$ cat src/rtl/imem_loader_pkg.sv
`default_nettype none
// ============================================================================
//  Module      : imem_loader_pkg
//  Description : Shared types and constants for the instruction-memory loader.
//  Revision    : 1.0 - initial release
// ============================================================================
package imem_loader_pkg;

    localparam int MEM_BYTES = 256;
    localparam int MAX_WORDS = MEM_BYTES / 4;
    localparam int CSUM_W    = 32;

    typedef enum logic [2:0] {
        ST_IDLE  = 3'd0,
        ST_LOAD  = 3'd1,
        ST_CHECK = 3'd2,
        ST_DONE  = 3'd3,
        ST_ERR   = 3'd4
    } state_t;

endpackage : imem_loader_pkg
`default_nettype wire

$ cat src/rtl/imem_loader_if.sv
`default_nettype none
// ============================================================================
//  Module      : imem_loader_if
//  Description : Byte-stream input and instruction-memory write port bundle.
//  Revision    : 1.0 - initial release
// ============================================================================
interface imem_loader_if #(
    parameter int ADDR_W = 8
);
    logic              s_valid;
    logic [7:0]        s_data;
    logic              s_ready;
    logic              mem_we;
    logic [ADDR_W-1:0] mem_addr;
    logic [7:0]        mem_wdata;

    // Loader side: consumes the stream, drives the memory port.
    modport slave (
        input  s_valid,
        input  s_data,
        output s_ready,
        output mem_we,
        output mem_addr,
        output mem_wdata
    );

    // Stream source / memory observer side.
    modport master (
        output s_valid,
        output s_data,
        input  s_ready,
        input  mem_we,
        input  mem_addr,
        input  mem_wdata
    );
endinterface : imem_loader_if
`default_nettype wire

$ cat src/rtl/imem_loader_acc.sv
`default_nettype none
// ============================================================================
//  Module      : imem_loader_acc
//  Description : MSB-first word assembler with running 32-bit additive checksum.
//  Revision    : 1.0 - initial release
// ============================================================================
module imem_loader_acc
    import imem_loader_pkg::*;
(
    input  wire logic              clk,
    input  wire logic              rst,
    input  wire logic              clear,
    input  wire logic              strobe,
    input  wire logic [7:0]        data,
    output logic                   word_complete,
    output logic [CSUM_W-1:0]      word,
    output logic [CSUM_W-1:0]      csum,
    output logic [1:0]             byte_idx
);

    logic [23:0]       r_word;
    logic [1:0]        r_idx;
    logic [CSUM_W-1:0] r_csum;

    // word includes the byte currently on the input, so it is complete in the
    // same cycle as the 4th strobe while csum still excludes it.
    assign word          = {r_word, data};
    assign word_complete = strobe && (r_idx == 2'd3);
    assign csum          = r_csum;
    assign byte_idx      = r_idx;

    always_ff @(posedge clk) begin
        if (!rst || clear) begin
            r_word <= '0;
            r_idx  <= '0;
            r_csum <= '0;
        end else if (strobe) begin
            r_word <= word[23:0];
            r_idx  <= r_idx + 2'd1;
            if (word_complete) begin
                r_csum <= r_csum + word;
            end
        end
    end

endmodule : imem_loader_acc
`default_nettype wire

$ cat src/rtl/imem_loader.sv
`default_nettype none
// ============================================================================
//  Module      : imem_loader
//  Description : Streams bytes into the instruction store, verifies a trailing
//                checksum and releases the CPU only after a good load.
//  Revision    : 1.0 - initial release
// ============================================================================
module imem_loader
    import imem_loader_pkg::*;
#(
    parameter int MEM_BYTES = 256,
    parameter int ADDR_W    = 8,
    parameter int CNT_W     = 7
) (
    input  wire logic              clk,
    input  wire logic              rst,
    input  wire logic              start,
    input  wire logic [ADDR_W-1:0] base_addr,
    input  wire logic [CNT_W-1:0]  word_count,
    imem_loader_if.slave           bus,
    output logic                   busy,
    output logic                   done,
    output logic                   error,
    output logic                   cpu_hold
);

    localparam int c_MAX_WORDS = MEM_BYTES / 4;

    state_t            r_state;
    state_t            w_state_nxt;

    logic              r_s_ready;
    logic              r_busy;
    logic              r_done;
    logic              r_error;
    logic              r_cpu_hold;
    logic              w_s_ready_nxt;
    logic              w_busy_nxt;
    logic              w_done_nxt;
    logic              w_error_nxt;
    logic              w_cpu_hold_nxt;

    logic [ADDR_W-1:0] r_addr;
    logic [CNT_W-1:0]  r_words_left;
    logic              r_mem_we;
    logic [ADDR_W-1:0] r_mem_addr;
    logic [7:0]        r_mem_wdata;

    logic              w_xfer;
    logic              w_start_acc;
    logic              w_count_bad;
    logic              w_last_load;
    logic              w_word_done;
    logic [CSUM_W-1:0] w_word;
    logic [CSUM_W-1:0] w_csum;
    logic [1:0]        w_byte_idx;

    assign w_xfer      = bus.s_valid && r_s_ready;
    assign w_start_acc = start && ((r_state == ST_IDLE) || (r_state == ST_DONE) ||
                                   (r_state == ST_ERR));
    assign w_count_bad = int'(word_count) > c_MAX_WORDS;
    assign w_last_load = w_xfer && (w_byte_idx == 2'd3) && (r_words_left == CNT_W'(1));

    imem_loader_acc u_acc (
        .clk           (clk),
        .rst           (rst),
        .clear         (w_start_acc),
        .strobe        (w_xfer),
        .data          (bus.s_data),
        .word_complete (w_word_done),
        .word          (w_word),
        .csum          (w_csum),
        .byte_idx      (w_byte_idx)
    );

    // State register; the status outputs are registered decodes of next state.
    always_ff @(posedge clk) begin
        if (!rst) begin
            r_state    <= ST_IDLE;
            r_s_ready  <= 1'b0;
            r_busy     <= 1'b0;
            r_done     <= 1'b0;
            r_error    <= 1'b0;
            r_cpu_hold <= 1'b1;
        end else begin
            r_state    <= w_state_nxt;
            r_s_ready  <= w_s_ready_nxt;
            r_busy     <= w_busy_nxt;
            r_done     <= w_done_nxt;
            r_error    <= w_error_nxt;
            r_cpu_hold <= w_cpu_hold_nxt;
        end
    end

    always_comb begin
        w_state_nxt = r_state;
        case (r_state)
            ST_IDLE, ST_DONE, ST_ERR: begin
                if (w_start_acc) begin
                    if (w_count_bad)
                        w_state_nxt = ST_ERR;
                    else if (word_count == '0)
                        w_state_nxt = ST_CHECK;
                    else
                        w_state_nxt = ST_LOAD;
                end
            end
            ST_LOAD: begin
                if (w_last_load)
                    w_state_nxt = ST_CHECK;
            end
            ST_CHECK: begin
                if (w_word_done)
                    w_state_nxt = (w_word == w_csum) ? ST_DONE : ST_ERR;
            end
            default: w_state_nxt = ST_IDLE;
        endcase
    end

    always_comb begin
        w_s_ready_nxt  = (w_state_nxt == ST_LOAD) || (w_state_nxt == ST_CHECK);
        w_busy_nxt     = w_s_ready_nxt;
        w_done_nxt     = (w_state_nxt == ST_DONE);
        w_error_nxt    = (w_state_nxt == ST_ERR);
        w_cpu_hold_nxt = (w_state_nxt != ST_DONE);
    end

    // Address counter, word countdown and registered memory write port.
    always_ff @(posedge clk) begin
        if (!rst) begin
            r_addr       <= '0;
            r_words_left <= '0;
            r_mem_we     <= 1'b0;
            r_mem_addr   <= '0;
            r_mem_wdata  <= '0;
        end else begin
            r_mem_we <= w_xfer && (r_state == ST_LOAD);
            if (w_start_acc) begin
                r_addr       <= base_addr;
                r_words_left <= word_count;
            end else if (w_xfer && (r_state == ST_LOAD)) begin
                r_mem_addr  <= r_addr;
                r_mem_wdata <= bus.s_data;
                r_addr      <= r_addr + ADDR_W'(1);
                if (w_word_done)
                    r_words_left <= r_words_left - CNT_W'(1);
            end
        end
    end

    assign bus.s_ready   = r_s_ready;
    assign bus.mem_we    = r_mem_we;
    assign bus.mem_addr  = r_mem_addr;
    assign bus.mem_wdata = r_mem_wdata;
    assign busy          = r_busy;
    assign done          = r_done;
    assign error         = r_error;
    assign cpu_hold      = r_cpu_hold;

endmodule : imem_loader
`default_nettype wire
$ cat src/flat_wrapper.sv
// flat-port wrapper written by rule: the top's interface ports become plain ports
module imem_loader_flat import imem_loader_pkg::*;
#(
    parameter int MEM_BYTES = 256,
    parameter int ADDR_W    = 8,
    parameter int CNT_W     = 7
)
  (clk, rst, start, base_addr, word_count, busy, done, error, cpu_hold, bus_s_valid, bus_s_data, bus_s_ready, bus_mem_we, bus_mem_addr, bus_mem_wdata);
  imem_loader_if #(.ADDR_W(ADDR_W)) bus_i ();
  input  wire logic clk;
  input  wire logic rst;
  input  wire logic start;
  input  wire logic [ADDR_W-1:0] base_addr;
  input  wire logic [CNT_W-1:0] word_count;
  output logic busy;
  output logic done;
  output logic error;
  output logic cpu_hold;
  input wire logic [$bits(bus_i.s_valid)-1:0] bus_s_valid;
  input wire logic [$bits(bus_i.s_data)-1:0] bus_s_data;
  output wire logic [$bits(bus_i.s_ready)-1:0] bus_s_ready;
  output wire logic [$bits(bus_i.mem_we)-1:0] bus_mem_we;
  output wire logic [$bits(bus_i.mem_addr)-1:0] bus_mem_addr;
  output wire logic [$bits(bus_i.mem_wdata)-1:0] bus_mem_wdata;
  assign bus_i.s_valid = bus_s_valid;
  assign bus_i.s_data = bus_s_data;
  assign bus_s_ready = bus_i.s_ready;
  assign bus_mem_we = bus_i.mem_we;
  assign bus_mem_addr = bus_i.mem_addr;
  assign bus_mem_wdata = bus_i.mem_wdata;
  imem_loader #(.MEM_BYTES(MEM_BYTES), .ADDR_W(ADDR_W), .CNT_W(CNT_W)) u_core (.clk(clk), .rst(rst), .start(start), .base_addr(base_addr), .word_count(word_count), .bus(bus_i), .busy(busy), .done(done), .error(error), .cpu_hold(cpu_hold));
endmodule
$ cat config.mk
export PLATFORM = sky130hd
export DESIGN_NAME = imem_loader_flat
export DESIGN_NICKNAME = d
export VERILOG_FILES = /design/src/rtl/imem_loader_pkg.sv /design/src/rtl/imem_loader_if.sv /design/src/rtl/imem_loader_acc.sv /design/src/rtl/imem_loader.sv /design/src/flat_wrapper.sv
export SDC_FILE = /design/constraint.sdc
export NUM_CORES = 1
export LEC_CHECK = 0
export CORE_ASPECT_RATIO = 0.75
export CORE_MARGIN = 5
export CORE_UTILIZATION = 50
export DETAILED_ROUTE_END_ITERATION = 6
export PLACE_DENSITY_LB_ADDON = 0.3
export SYNTH_ARGS = -nofsm -noshare
export SYNTH_HDL_FRONTEND = slang
export SYNTH_SLANG_ARGS = --single-unit
$ cat constraint.sdc
create_clock -name clk -period 3.8 [get_ports clk]
set_input_delay 1.14 -clock clk [delete_from_list [all_inputs] [get_ports clk]]
set_output_delay 1.14 -clock clk [all_outputs]
set_load 0.01 [all_outputs]
==> impl_metrics.csv <==
group,metric,value,unit
global_routing,antenna_found_initial,0,
sta,hold_violations,0,
power_and_ir_drop,p_clk_frac,0.440,
power_and_ir_drop,p_sw,0.534,mW
synth,synth-seq-cells,97,
synth,ys_async_sr_fraction,0,
cells_and_area,antenna_cells,0,
worst_setup_path,cp-startpoint,"bus_s_data[0]",
synth,syn_inst,715,
worst_setup_path,crit_fanout,3,
placed_design,io_buffers,48,
sta,rsz0062_at_grt,"false",
clock_network,insertion_delay,0.35,ns
placed_design,place_inst,888,
die,fp.dieArea,13300,um2
die,core_area,10900,um2
worst_setup_path,required,4.09,ns
placed_design,dp_hpwl,10.7,mm
drt,vias,5300,
clock_network,holdBufCountCts,0,
die,die_h,101,um
placed_design,placed_area,6260,um2
power_and_ir_drop,ir_drop,0.206,mV
die,fp.dieW,132,um
sta,slew_headroom,0.370,
sta,worstMarginPinSlew,0.942,ns
clock_network,clk_pin_slew,0.07,ns
cells_and_area,fillCellCount,984,
sta,slew_violations,0,
worst_setup_path,rrSetupSlack,1.11,ns
cells_and_area,final_area,6590,um2
global_routing,grt_pass1_vias,5152,
synth,yosys_warnings,0,
sta,clock_skew,0.00639,ns
worst_setup_path,worst_setup_path_start_kind,"input pin",
synth,syn_nets,778,
worst_setup_path,r2r-start,"u_core.u_acc.csum[0]$_SDFFE_PP0P_",
sta,period_needed,3.65,ns
synth,synth_area,5560,um2
clock_network,cts_buffers,9,
synth,synthFlopType,"dfxtp_1",
power_and_ir_drop,p_sw_frac,0.244,
drt,drc_errors,0,
global_routing,grt.total_usage,0.222,
clock_network,cts.htree.levels,3,
outcome,status,"finished, final reports clean",
placed_design,gp_congestion,0.943,
clock_network,ctsResizeCount,0,
clock_network,clock_sinks,97,
worst_setup_path,worstRegToRegCells,13,
synth,ys_types,63,
cells_and_area,area_delta_synth_final,18.5,%
drt,drtPass1Iterations,5,
global_routing,grt_overflow_total,0,
worst_setup_path,worst_ep_arrival_time,3.94,ns
die,num_rows,33,
global_routing,grt_pass1_wl,24.6,mm
drt,drtIter0Drc,485,
clock_network,cts_tree,"yes",
cells_and_area,fin_cells,904,
flow_run,cap_violations,0,
die,start_util,0.510,
synth,synth_edf_count,0,
clock_network,cts_setup_buffers,0,
worst_setup_path,critPathKind,"input pin to flip-flop",
drt,wl_per_cell,16.3,um
cells_and_area,drive_gt1_frac,0.0929,
sta,min_period_over_period,0.960,
global_routing,grt_max_degree,42,
drt,wl,14.7,mm
worst_setup_path,cp-endpoint,"u_core.u_acc.csum[30]$_SDFFE_PP0P_",
power_and_ir_drop,pwr_density_cell,331,nW/um2
clock_network,root_buffer,"clkbuf_16",
synth,ys_seq_area_frac,0.349,
power_and_ir_drop,p_int,1.65,mW
sta,finalSetupViolations,0,
power_and_ir_drop,pwr-share-seq,0.480,
die,pin_count,49,
drt,ant_nets,0,
worst_setup_path,cp-end-kind,"flip-flop",
drt,viasPerCell,5.86,
power_and_ir_drop,share_comb_of_total_power,0.080,
cells_and_area,utilization,0.605,
worst_hold_path,hp-class,"flip-flop to flip-flop",
worst_setup_path,r2r_end,"u_core.u_acc.csum[30]$_SDFFE_PP0P_",
clock_network,cts_buffer_depth,2,
cells_and_area,layout.nets,822,
sta,fmax,274,MHz
power_and_ir_drop,p_leak,2.51,nW
synth,syn_avg_cell_area,7.77,um2
## cell type report
| class | instances | area (um2) | area share |
|---|---|---|---|
| sequential | 97 | 1940 | 0.295 |
| timing repair buffer | 77 | 711 | 0.108 |
| clock inverter | 6 | 72.6 | 0.0110 |
| inverter | 17 | 63.8 | 0.00968 |
| tap | 140 | 175 | 0.0266 |
| multi-input combinational | 557 | 3390 | 0.514 |
| clock buffer | 10 | 239 | 0.0363 |
## routing by layer
layer,wire [um],track usage,up-vias
met5,0,0,-
met4,197,0.0688,0
met3,801,0.0427,20
met2,6630,0.353,168
met1,7110,0.308,2523
li1,-,-,2589
## synth_stat cells, types with 2 or more instances
| cell type | instances | share of area |
|---|---|---|
| clkbuf_1 | 30 | 0.020 |
| o32a_1 | 2 | 0.0036 |
| a21boi_1 | 2 | 0.0027 |
| o21ai_0 | 32 | 0.029 |
| o31ai_1 | 2 | 0.0027 |
| a21o_1 | 14 | 0.019 |
| and2_1 | 6 | 0.0068 |
| and3_1 | 6 | 0.0068 |
| buf_4 | 4 | 0.0054 |
| a31oi_1 | 6 | 0.0068 |
| nand4_1 | 5 | 0.0056 |
| nor3b_1 | 6 | 0.0081 |
| inv_1 | 17 | 0.011 |
| a22oi_1 | 3 | 0.0041 |
| ha_1 | 35 | 0.079 |
| o21a_1 | 5 | 0.0068 |
| o21ai_1 | 3 | 0.0027 |
| nor4_1 | 10 | 0.011 |
| dfxtp_1 | 97 | 0.35 |
| nor2b_1 | 8 | 0.0090 |
| xnor2_1 | 14 | 0.022 |
| a221oi_1 | 6 | 0.0095 |
| buf_2 | 6 | 0.0054 |
| xor2_1 | 16 | 0.025 |
| nor2_1 | 36 | 0.024 |
| a41oi_2 | 2 | 0.0059 |
| o211ai_1 | 3 | 0.0041 |
| nand2_1 | 160 | 0.11 |
| o21ai_2 | 2 | 0.0032 |
| a21oi_2 | 5 | 0.0079 |
| buf_1 | 3 | 0.0020 |
| or3_1 | 2 | 0.0023 |
| a211oi_2 | 2 | 0.0045 |
| o21bai_1 | 2 | 0.0027 |
| a21boi_0 | 24 | 0.032 |
| a21oi_1 | 76 | 0.068 |
| a211oi_1 | 4 | 0.0054 |
| o211a_1 | 3 | 0.0054 |
| nor3_1 | 9 | 0.0081 |
| nand3_1 | 24 | 0.022 |
## flip-flops by register name, indices dropped and copies added, names as in the netlist
signal and cells:
u_core.bus.mem_addr 8, u_core.bus.mem_wdata 8, u_core.bus.s_ready 1, u_core.u_acc.csum 32
u_core.r_words_left 7, u_core.u_acc.byte_idx 2, u_core.bus.mem_we 1, u_core.u_acc.r_word 24
u_core.r_state 3, u_core.error 1, u_core.r_addr 8, u_core.done 1
u_core.cpu_hold 1
## worst min path at each step
stage	startpoint	to	cells after the start
finish	u_core.u_acc.csum[13]$_SDFFE_PP0P_	u_core.u_acc.csum[13]$_SDFFE_PP0P_	2
detailed placement	u_core.u_acc.csum[13]$_SDFFE_PP0P_	u_core.u_acc.csum[13]$_SDFFE_PP0P_	2
global route	u_core.u_acc.csum[9]$_SDFFE_PP0P_	u_core.u_acc.csum[9]$_SDFFE_PP0P_	2
global placement	u_core.u_acc.csum[13]$_SDFFE_PP0P_	u_core.u_acc.csum[13]$_SDFFE_PP0P_	2
CTS	u_core.u_acc.csum[13]$_SDFFE_PP0P_	u_core.u_acc.csum[13]$_SDFFE_PP0P_	2
floorplan	u_core.u_acc.csum[4]$_SDFFE_PP0P_	u_core.u_acc.csum[4]$_SDFFE_PP0P_	2
## cells in the final DEF, fill, tap and decap left out, drive strengths merged, types with 7 or more instances in the layout
cell	count
ha	35
a221oi	7
a21o	14
nand2	160
o21ai	37
clkdlybuf4s50	48
buf	29
dfxtp	97
a31oi	7
a21oi	81
xor2	16
clkbuf	10
a21boi	26
nor4	10
nand3	24
inv	20
xnor2	14
and2	7
nor2b	8
nor2	37
nor3	9
## critical path, stage by stage
cell and delay, ns:
clkdlybuf4s50_1 0.50, ha_2 0.19, inv_1 0.06, fa_2 0.34
and2b_1 0.24, o2111ai_2 0.13, nand4b_1 0.15, a221oi_1 0.08
or2_1 0.27, nor2_2 0.16, a21oi_2 0.08, a21o_1 0.21
o32ai_2 0.26, a21o_1 0.12
## power by group through the flow
stage | Combinational (mW) | Clock (mW) | Sequential, mW
global placement | 0.165 | 0 | 1.07
global route | 0.189 | 1.02 | 1.05
finish | 0.174 | 0.961 | 1.05
CTS | 0.172 | 0.974 | 1.05
detailed placement | 0.170 | 0 | 1.07
floorplan | 0.0943 | 0 | 1.07
## stage by stage
step	hold slack (ns)	TNS, ns	power, mW	setup WS [ns]
floorplan	0.436	0	1.16	0.511
global placement	0.443	-0.350	1.24	-0.122
detailed placement	0.452	-0.708	1.24	-0.182
CTS	0.460	0	2.19	0.163
global route	0.484	0	2.26	0.0334
finish	0.460	0	2.18	0.154
## logic make-up (layout without fill, tap and decap cells)
| family | Yosys count | in the layout | synth area share |
|---|---|---|---|
| simple gates | 281 | 281 | 0.225 |
| mux | 1 | 1 | 0.00180 |
| flops | 97 | 97 | 0.349 |
| compound gates | 209 | 209 | 0.249 |
| xor+xnor | 30 | 30 | 0.0473 |
| fa+ha+maj | 36 | 36 | 0.0824 |
| buf+inv | 61 | 110 | 0.0455 |
(Power assumes the default switching activity.)
